File: src/rtl/acquisition_sequencer_pkg.sv
// Shared definitions for the single-pixel acquisition sequencer: opcodes,
// FSM state encoding and configuration defaults.
package acq_pkg;

  localparam logic [3:0] OP_NOP     = 4'h0;
  localparam logic [3:0] OP_GATE_LO = 4'h1;
  localparam logic [3:0] OP_GATE_HI = 4'h2;
  localparam logic [3:0] OP_NPAT    = 4'h3;
  localparam logic [3:0] OP_START   = 4'h4;
  localparam logic [3:0] OP_ABORT   = 4'h5;

  localparam int GATE_LEN_DEF = 1;
  localparam int N_PAT_DEF    = 1;

  typedef enum logic [2:0] {
    S_IDLE  = 3'd0,
    S_ARM   = 3'd1,
    S_CLEAR = 3'd2,
    S_GATE  = 3'd3,
    S_LATCH = 3'd4,
    S_OUT   = 3'd5
  } state_e;

endpackage

File: src/rtl/acquisition_sequencer_cmd_decoder.sv
// Decodes 16-bit SPI command words into the gate length / pattern count
// registers and one-cycle start/abort strobes.
module cmd_decoder
  import acq_pkg::*;
#(
  parameter int GATE_W = 24,
  parameter int IDX_W  = 12
) (
  input  logic              clk_i,
  input  logic              rst_i,
  input  logic [15:0]       cmd_i,
  input  logic              cmd_valid_i,
  input  logic              busy_i,
  output logic [GATE_W-1:0] gate_len_o,
  output logic [IDX_W-1:0]  n_pat_o,
  output logic              start_o,
  output logic              abort_o
);

  logic [3:0]        op;
  logic [11:0]       arg;
  logic [GATE_W-1:0] gate_len_q, gate_len_d;
  logic [IDX_W-1:0]  n_pat_q, n_pat_d;
  logic              cfg_we;

  assign op  = cmd_i[15:12];
  assign arg = cmd_i[11:0];

  // Configuration and START are locked out for the whole run; ABORT never is.
  assign cfg_we = cmd_valid_i && !busy_i;

  always_comb begin
    gate_len_d = gate_len_q;
    n_pat_d    = n_pat_q;
    if (cfg_we) begin
      case (op)
        OP_NOP:     ;
        OP_GATE_LO: gate_len_d[11:0]        = arg;
        OP_GATE_HI: gate_len_d[GATE_W-1:12] = arg[GATE_W-13:0];
        OP_NPAT:    n_pat_d                 = arg[IDX_W-1:0];
        default:    ;
      endcase
    end
  end

  always_ff @(posedge clk_i or posedge rst_i) begin
    if (rst_i) begin
      gate_len_q <= GATE_W'(GATE_LEN_DEF);
      n_pat_q    <= IDX_W'(N_PAT_DEF);
    end else begin
      gate_len_q <= gate_len_d;
      n_pat_q    <= n_pat_d;
    end
  end

  assign gate_len_o = gate_len_q;
  assign n_pat_o    = n_pat_q;
  assign start_o    = cfg_we && (op == OP_START);
  assign abort_o    = cmd_valid_i && (op == OP_ABORT);

endmodule

File: src/rtl/acquisition_sequencer.sv
// Per-pattern acquisition sequencer: wait trigger, clear and gate the photon
// counter, latch the count and hand it to readout over valid/ready.
module acquisition_sequencer
  import acq_pkg::*;
#(
  parameter int CNT_W  = 32,
  parameter int GATE_W = 24,
  parameter int IDX_W  = 12
) (
  input  logic             CLK,
  input  logic             RST,
  input  logic [15:0]      CMD,
  input  logic             CMD_VALID,
  input  logic             TRIG,
  input  logic [CNT_W-1:0] PHOTON_COUNT,
  output logic             COUNT_CLEAR,
  output logic             START_COUNT,
  output logic [CNT_W-1:0] DATA_OUT,
  output logic [IDX_W-1:0] DATA_IDX,
  output logic             DATA_VALID,
  input  logic             DATA_READY,
  output logic             BUSY,
  output logic             DONE,
  output logic             ERR_OVERRUN
);

  state_e            state_q, state_d;
  logic [GATE_W-1:0] gate_len, gate_eff;
  logic [IDX_W-1:0]  n_pat;
  logic              start, abort;
  logic              trig_q, trig_evt;
  logic              last_pat, accept;
  logic [GATE_W-1:0] gcnt_q, gcnt_d;
  logic [IDX_W-1:0]  idx_q, idx_d;
  logic [CNT_W-1:0]  dout_q, dout_d;
  logic [IDX_W-1:0]  didx_q, didx_d;
  logic              done_q, done_d;
  logic              err_q, err_d;

  cmd_decoder #(
    .GATE_W(GATE_W),
    .IDX_W (IDX_W)
  ) u_cmd (
    .clk_i      (CLK),
    .rst_i      (RST),
    .cmd_i      (CMD),
    .cmd_valid_i(CMD_VALID),
    .busy_i     (BUSY),
    .gate_len_o (gate_len),
    .n_pat_o    (n_pat),
    .start_o    (start),
    .abort_o    (abort)
  );

  assign gate_eff = (gate_len == '0) ? GATE_W'(1) : gate_len;
  assign trig_evt = TRIG && !trig_q;
  assign last_pat = (idx_q == n_pat - IDX_W'(1));
  assign accept   = (state_q == S_OUT) && DATA_READY && !abort;

  always_ff @(posedge CLK or posedge RST) begin
    if (RST) state_q <= S_IDLE;
    else     state_q <= state_d;
  end

  always_comb begin
    state_d = state_q;
    if (abort) begin
      state_d = S_IDLE;
    end else begin
      case (state_q)
        S_IDLE:  if (start && n_pat != '0) state_d = S_ARM;
        S_ARM:   if (trig_evt) state_d = S_CLEAR;
        S_CLEAR: state_d = S_GATE;
        S_GATE:  if (gcnt_q == GATE_W'(1)) state_d = S_LATCH;
        S_LATCH: state_d = S_OUT;
        S_OUT:   if (DATA_READY) state_d = last_pat ? S_IDLE : S_ARM;
        default: state_d = S_IDLE;
      endcase
    end
  end

  always_comb begin
    COUNT_CLEAR = (state_q == S_CLEAR);
    START_COUNT = (state_q == S_GATE);
    DATA_VALID  = (state_q == S_OUT);
    BUSY        = (state_q != S_IDLE);
  end

  always_comb begin
    gcnt_d = gcnt_q;
    idx_d  = idx_q;
    dout_d = dout_q;
    didx_d = didx_q;
    done_d = 1'b0;
    err_d  = err_q;
    if (start) begin
      err_d  = 1'b0;
      idx_d  = '0;
      done_d = (n_pat == '0);
    end
    // Triggers outside ARM are dropped; only the flag records them.
    if (trig_evt && state_q != S_IDLE && state_q != S_ARM) err_d = 1'b1;
    case (state_q)
      S_CLEAR: gcnt_d = gate_eff;
      S_GATE:  gcnt_d = gcnt_q - GATE_W'(1);
      S_LATCH: begin
        dout_d = PHOTON_COUNT;
        didx_d = idx_q;
      end
      default: ;
    endcase
    if (accept) begin
      if (last_pat) done_d = 1'b1;
      else          idx_d  = idx_q + IDX_W'(1);
    end
  end

  always_ff @(posedge CLK or posedge RST) begin
    if (RST) begin
      trig_q <= 1'b0;
      gcnt_q <= '0;
      idx_q  <= '0;
      dout_q <= '0;
      didx_q <= '0;
      done_q <= 1'b0;
      err_q  <= 1'b0;
    end else begin
      trig_q <= TRIG;
      gcnt_q <= gcnt_d;
      idx_q  <= idx_d;
      dout_q <= dout_d;
      didx_q <= didx_d;
      done_q <= done_d;
      err_q  <= err_d;
    end
  end

  assign DATA_OUT    = dout_q;
  assign DATA_IDX    = didx_q;
  assign DONE        = done_q;
  assign ERR_OVERRUN = err_q;

endmodule

File: config.mk
export PLATFORM = sky130hd
export DESIGN_NAME = acquisition_sequencer
export DESIGN_NICKNAME = d
export VERILOG_FILES = /design/src/rtl/acquisition_sequencer_pkg.sv /design/src/rtl/acquisition_sequencer_cmd_decoder.sv /design/src/rtl/acquisition_sequencer.sv
export SDC_FILE = /design/constraint.sdc
export NUM_CORES = 1
export LEC_CHECK = 0
export ABC_CLOCK_PERIOD_IN_PS = 3980
export BUFFER_PORTS_ARGS = -buffer_cell sky130_fd_sc_hd__buf_2
export CAP_MARGIN = 20
export CORE_MARGIN = 2
export CORE_UTILIZATION = 56
export CTS_CLUSTER_DIAMETER = 80
export DETAILED_ROUTE_END_ITERATION = 10
export PLACE_DENSITY = 0.89
export SLEW_MARGIN = 20
export SYNTH_ARGS = -nofsm -noshare
export SYNTH_HDL_FRONTEND = slang
export SYNTH_SLANG_ARGS = --single-unit
File: constraint.sdc
create_clock -name CLK -period 3.98 [get_ports CLK]
set_input_delay 0.398 -clock CLK [delete_from_list [all_inputs] [get_ports CLK]]
set_output_delay 0.398 -clock CLK [all_outputs]
set_load 0.02 [all_outputs]
Yosys cells after proc, flatten, opt, wreduce, memory -nomap -nowiden --
Cells that the tools add are included.
Cells by class: add/subtract/negate cells 3, eq/ne operators 17, mux-type cells 17, reductions and logical operators 23
Operators by type and width (number):
- 24-bit case mux with 2 select lines | 1
- 12-bit 2-to-1 mux | 3
- 24-bit by 1-bit equality test with 1-bit output (second input constant) | 1
- 24-bit logical NOT | 1
- 24-bit 2-to-1 mux | 1
- 24-bit by 1-bit subtractor with 24-bit output (second input constant) | 1
- 3-bit case mux with 6 select lines | 1
- 3-bit 2-to-1 mux | 5
- 12-bit by 1-bit adder with 12-bit output (second input constant) | 1
- 12-bit equality test | 1
- 12-bit logical NOT | 1
- 12-bit nonzero test | 1
- 12-bit by 1-bit subtractor with 12-bit output (second input constant) | 1
- 1-bit logical AND | 9
- 3-bit by 1-bit != test with 1-bit output (second input constant) | 3
- 4-bit by 2-bit equality test with 1-bit output (second input constant) | 2
- 4-bit by 3-bit equality test with 1-bit output (second input constant) | 2
- 3-bit by 2-bit equality test with 1-bit output (second input constant) | 2
- 3-bit equality test (second input constant) | 2
- 1-bit 2-to-1 mux | 6
- 3-bit != test (second input constant) | 2
- 2-bit AND reduction | 3
- 4-bit by 1-bit equality test with 1-bit output (second input constant) | 1
- 4-bit AND reduction | 1
- 5 further kinds | 8
Storage, ports and cells: bits in registers 122, bits of input ports 53, word-level logic and storage cells 71

Logic depth before layout (Yosys ltp) --
word-level depth 8, gate-level depth with buffers 11

Modules after synthesis --
From an unflattened synthesis, not the netlist that was laid out.
Unflattened totals: cells, all modules 568, area, all modules 6157.2 sq um
By module, submodules not included:
- acquisition_sequencer | instances 1, cells an instance 483, area each 4654.5 sq um, seq. area each 2152.1 sq um
- cmd_decoder | instances 1, cells an instance 85, area each 1502.7 sq um, seq. area each 903.4 sq um

Worst setup path before layout --
Ideal clock, no wire load.
kind register -> register, start register gcnt_q[5], end register gcnt_q[23], arrival time 2757 ps, required time 3846 ps, slack 1089 ps, stages on the path, launching flop included 9, buffers on the path 1, period minus slack after synthesis 2891 ps, path through dfrtp_1 -> or4_4 -> or4_4 -> buf_6 -> or4_4 -> or3_4 -> nor3_2 -> mux2i_1 -> a21oi_1
On the way: cells in the longest elaborated chain, start to end 2
RTL lines:
- start, declared | RTL line acquisition_sequencer.sv:33 | logic [GATE_W-1:0] gcnt_q, gcnt_d;
- start signal, assigned | RTL line acquisition_sequencer.sv:129 | gcnt_q <= gcnt_d;
- 24-bit by 1-bit subtractor with 24-bit output | RTL line acquisition_sequencer.sv:105 | S_GATE: gcnt_d = gcnt_q - GATE_W'(1);
- 24-bit case mux with 2 select lines | RTL line acquisition_sequencer.sv:103 | case (state_q)
Every way passes these cells. A chain may end at the register's enable or synchronous reset.

Worst setup path after layout --
start register u_cmd.n_pat_q[3] (netlist: u_cmd.n_pat_o[3]), end register idx_q[1]
On the way: cells in the longest elaborated chain, start to end 4
RTL lines:
- start, declared | RTL line acquisition_sequencer_cmd_decoder.sv:23 | logic [IDX_W-1:0] n_pat_q, n_pat_d;
- start signal, assigned | RTL line acquisition_sequencer_cmd_decoder.sv:49 | n_pat_q <= IDX_W'(N_PAT_DEF);
- start signal, assigned | RTL line acquisition_sequencer_cmd_decoder.sv:52 | n_pat_q <= n_pat_d;
- 12-bit by 1-bit subtractor with 12-bit output | RTL line acquisition_sequencer.sv:57 | assign last_pat = (idx_q == n_pat - IDX_W'(1));
- 12-bit equality test | RTL line acquisition_sequencer.sv:57
- 12-bit 2-to-1 mux | RTL line acquisition_sequencer.sv:113 | if (last_pat) done_d = 1'b1;
- 12-bit 2-to-1 mux | RTL line acquisition_sequencer.sv:112 | if (accept) begin
- net idx_d[1] | RTL line acquisition_sequencer.sv:34 | logic [IDX_W-1:0] idx_q, idx_d;
- end signal, assigned | RTL line acquisition_sequencer.sv:130 | idx_q <= idx_d;
- end, declared | RTL line acquisition_sequencer.sv:34
The timed path passes the listed nets, and every way through them passes these cells.

==> impl_metrics.py <==
metrics = {
    "setup_path": {
        "worst_setup_path_end_kind": "flip-flop",
        "slowest_stage": "o2111ai_1",
        "critPathLaunchType": "flip-flop",
        "required_ns": 4.41,
        "worstPathMaxFanout": 14,
        "critPathBufInv": 0,
        "worstSetupPathType": "reg2reg",
        "worstPathArrival_ns": 3.72,
        "critPathTopFamily": "simple AND/OR/NAND/NOR gates",
        "crit_path_max_incr_delay_ns": 0.88,
        "cp_cell_sequence": "or4_1, nor4_1, xnor2_1, nor2_1, o2111ai_1, nand2_1, a31o_2",
    },
    "cells_and_area": {
        "drive_gt1_share_pct": 35.1,
        "final_area_um2": 7250,
        "final_cell_mix": "120 x dfrtp_1, 102 x buf_2, 80 x mux2_2",
        "syn2layout_area_growth_pct": 21.0,
        "final_nets": 710,
        "final_common_cell": "dfrtp_1",
        "num_antenna_cells": 0,
    },
    "clock_network": {
        "clock_path_buffers": 2,
        "clock_latency_ns": 0.54,
        "cts_setup_buffers": 0,
        "cts-root-buf": "clkbuf_8",
        "numCtsBuffers": 17,
        "cts_tree": "built",
        "cts.clk_slew.worst_paths_ns": 0.06,
        "h-tree-depth": 4,
        "cts_sinks": 122,
    },
    "floorplanning": {
        "dieWidth_um": 107,
        "coreArea_um2": 10400,
        "initial_core_util_pct": 57.8,
        "rows": 37,
        "io_pins": 103,
        "dieArea_um2": 11500,
        "die_y_um": 107,
    },
    "placed_design": {
        "place.gp.congestion": 0.896,
        "dpl-instance-area_um2": 6590,
        "hpwlAfterDp_um": 10200,
        "io_buffers": 102,
    },
    "logic_synthesis": {
        "syn_avg_cell_area_um2": 10.8,
        "synth-edff-count": 0,
        "synth-simple-area-share_pct": 16.0,
        "synth_compound_area_share_pct": 10.3,
        "synthCells": 557,
        "muxShareOfSynthArea_pct": 16.9,
        "synthXorXnorAreaFrac_pct": 2.19,
        "synth_top_family_by_area": "multiplexers",
        "syn_nets": 614,
        "ys_seq_elements": 122,
        "synthFlopType": "dfrtp_1",
        "ys_types": 56,
        "seq_area_frac_synth_pct": 51.0,
        "syn_area_um2": 5990,
        "ys.warnings.count": 0,
        "synthAdderAreaFrac_pct": 0.835,
        "async_reset_ff_share_pct": 100,
    },
    "sta": {
        "max_freq_mhz": 304,
        "skew_ns": 0.00682,
        "tightest_slew_ns": 1.11,
        "relSlewSlack_pct": 26.2,
        "maxSlewViolCount": 0,
        "rsz0062_at_grt": "no",
        "finalSetupViolCount": 0,
        "hold_viol": 0,
        "hold_slack_ns": 0.0910,
        "fin_tns_setup_ns": 0,
        "fin_crit_ns": 3.29,
        "finalCritPeriodShare_pct": 82.8,
    },
    "global_route": {
        "grt_max_degree": 55,
        "grt_pass1_wl_um": 24600,
        "grt_pass1_vias": 4935,
        "grt_overflow": 0,
        "antenna_found_initial": 0,
        "track_usage_pct": 28.0,
    },
    "routing": {
        "drt_iter0_drc": 471,
        "dr.pass1.iters": 5,
        "wirelength_um": 15500,
        "drcViolationCount": 0,
        "routed_via_density": 6.22,
        "post_drt_wl_per_cell_um": 19.3,
        "vias": 4986,
        "ant_nets": 0,
    },
    "hold_path": {
        "worstHoldPathType": "in2reg",
    },
    "power_and_ir_drop": {
        "power_density_nw_per_um2": 717,
        "vdd_ir_drop_max_mv": 0.426,
        "power.leakage_nw": 3.48,
    },
    "outcome": {
        "status": "finished, final reports clean",
    },
    "run": {
        "max_cap_viol_count": 0,
    },
}
-- layout make-up --
class                   count  area [um2]
repair buffers            110         596
multi-input cells         393        2780
flip-flops and latches    122        3060
well taps                 136         170
fillers                   728        3120
clock buffers              18         418
clock inverters            14         196
inverters                   9        36.3
-- metal layers --
metal | track usage (%) | vias to the layer above | routed length (um)
li1 | - | 2238 | -
met1 | 36.8 | 2430 | 6350
met2 | 43.6 | 272 | 7430
met3 | 7.81 | 46 | 1200
met4 | 12.2 | 0 | 469
met5 | 0 | - | 0
-- through the flow --
| stage | worst slack [ns] | std cells | power (mW) | util, % |
|---|---|---|---|---|
| floorplan | 0.343 | 557 | 3.08 | - |
| global placement | 0.922 | 767 | 3.45 | 63.5 |
| detailed placement | 0.825 | 767 | 3.55 | 63.5 |
| CTS | 0.763 | 801 | 5.18 | 69.6 |
| global route | 0.497 | 802 | 5.46 | 69.9 |
| finish | 0.685 | 802 | 5.20 | 69.9 |
-- state kept, by name, summed over array words and instances (netlist names) --
signal,cells
DONE,1
gcnt_q,24
ERR_OVERRUN,1
idx_q,12
trig_q,1
state_q,3
DATA_IDX,12
DATA_OUT,32
u_cmd.n_pat_o,12
u_cmd.gate_len_o,24
-- cells in the mapped netlist (3+ instances only) --
cell type  count  area, um2
mux2i_1       11        110
nand3b_1       3       22.5
o31ai_1        3       22.5
a21oi_1       41        205
nand3_1       15       75.1
nand2_1       33        124
o21ai_0       24        120
clkbuf_1      23       86.3
xnor2_1        8       70.1
a31oi_1        3       18.8
or3_1          7       43.8
ha_1           4       50.1
or4_4          3       33.8
nand2b_1       9       56.3
and4_1         3       26.3
and3_1         7       43.8
xor2_1         7       61.3
and2_1         3       18.8
nor2b_1        4       25.0
dfrtp_1      120       3000
mux2_2        80        901
nor2_1        39        146
buf_1          9       33.8
nand4_1        9       56.3
o22ai_1        8       50.1
nor4_1        12       75.1
inv_1          9       33.8
nor3_1        20        100
-- where the power goes --
group	internal, mW	switching (mW)
registers	1.58	0.358
logic	0.696	0.957
clock network	1.02	0.582
-- worst reg2reg max path, delay by kind of cell, from the launching register on --
family	cells	cell delay [ns]
simple gates	4	1.34
compound gates	2	1.21
flops	1	0.47
xor+xnor	1	0.17
-- logic make-up (layout without fill, tap and decap cells) --
group                      count (synthesis)  count (layout)
and+or+nand+nor                          180             180
AOI/OAI and AO/OA                        103             103
DFF                                      122             122
xor gates and xnor gates                  15              15
adders and majority gates                  4               4
muxes                                     91              91
buffers and inverters                     42             151
-- timing repair --
| action | 4_1_cts | 5_1_grt |
|---|---|---|
| hold buffers | 2 | 0 |
| hold endpoints to repair | 37 | 0 |
| resized for setup | 0 | 0 |
-- path summary, 6_finish.rpt --
check | startpoint | endpoint | slack (ns) | cells past startpoint
setup / recovery | u_cmd.n_pat_o[3] | idx_q[1] | 0.69 | 7
hold / removal | PHOTON_COUNT[1] | DATA_OUT[1] | 0.09 | 2
setup reg to reg | u_cmd.n_pat_o[3] | idx_q[1] | 0.69 | 7
hold reg to reg | DATA_OUT[11] | DATA_OUT[11] | 0.50 | 1
max in group asynchronous | RST | u_cmd.n_pat_o[2] | 2.54 | 4
min in group asynchronous | RST | gcnt_q[23] | 0.45 | 3
No activity file was read; power rests on OpenSTA's default activity.
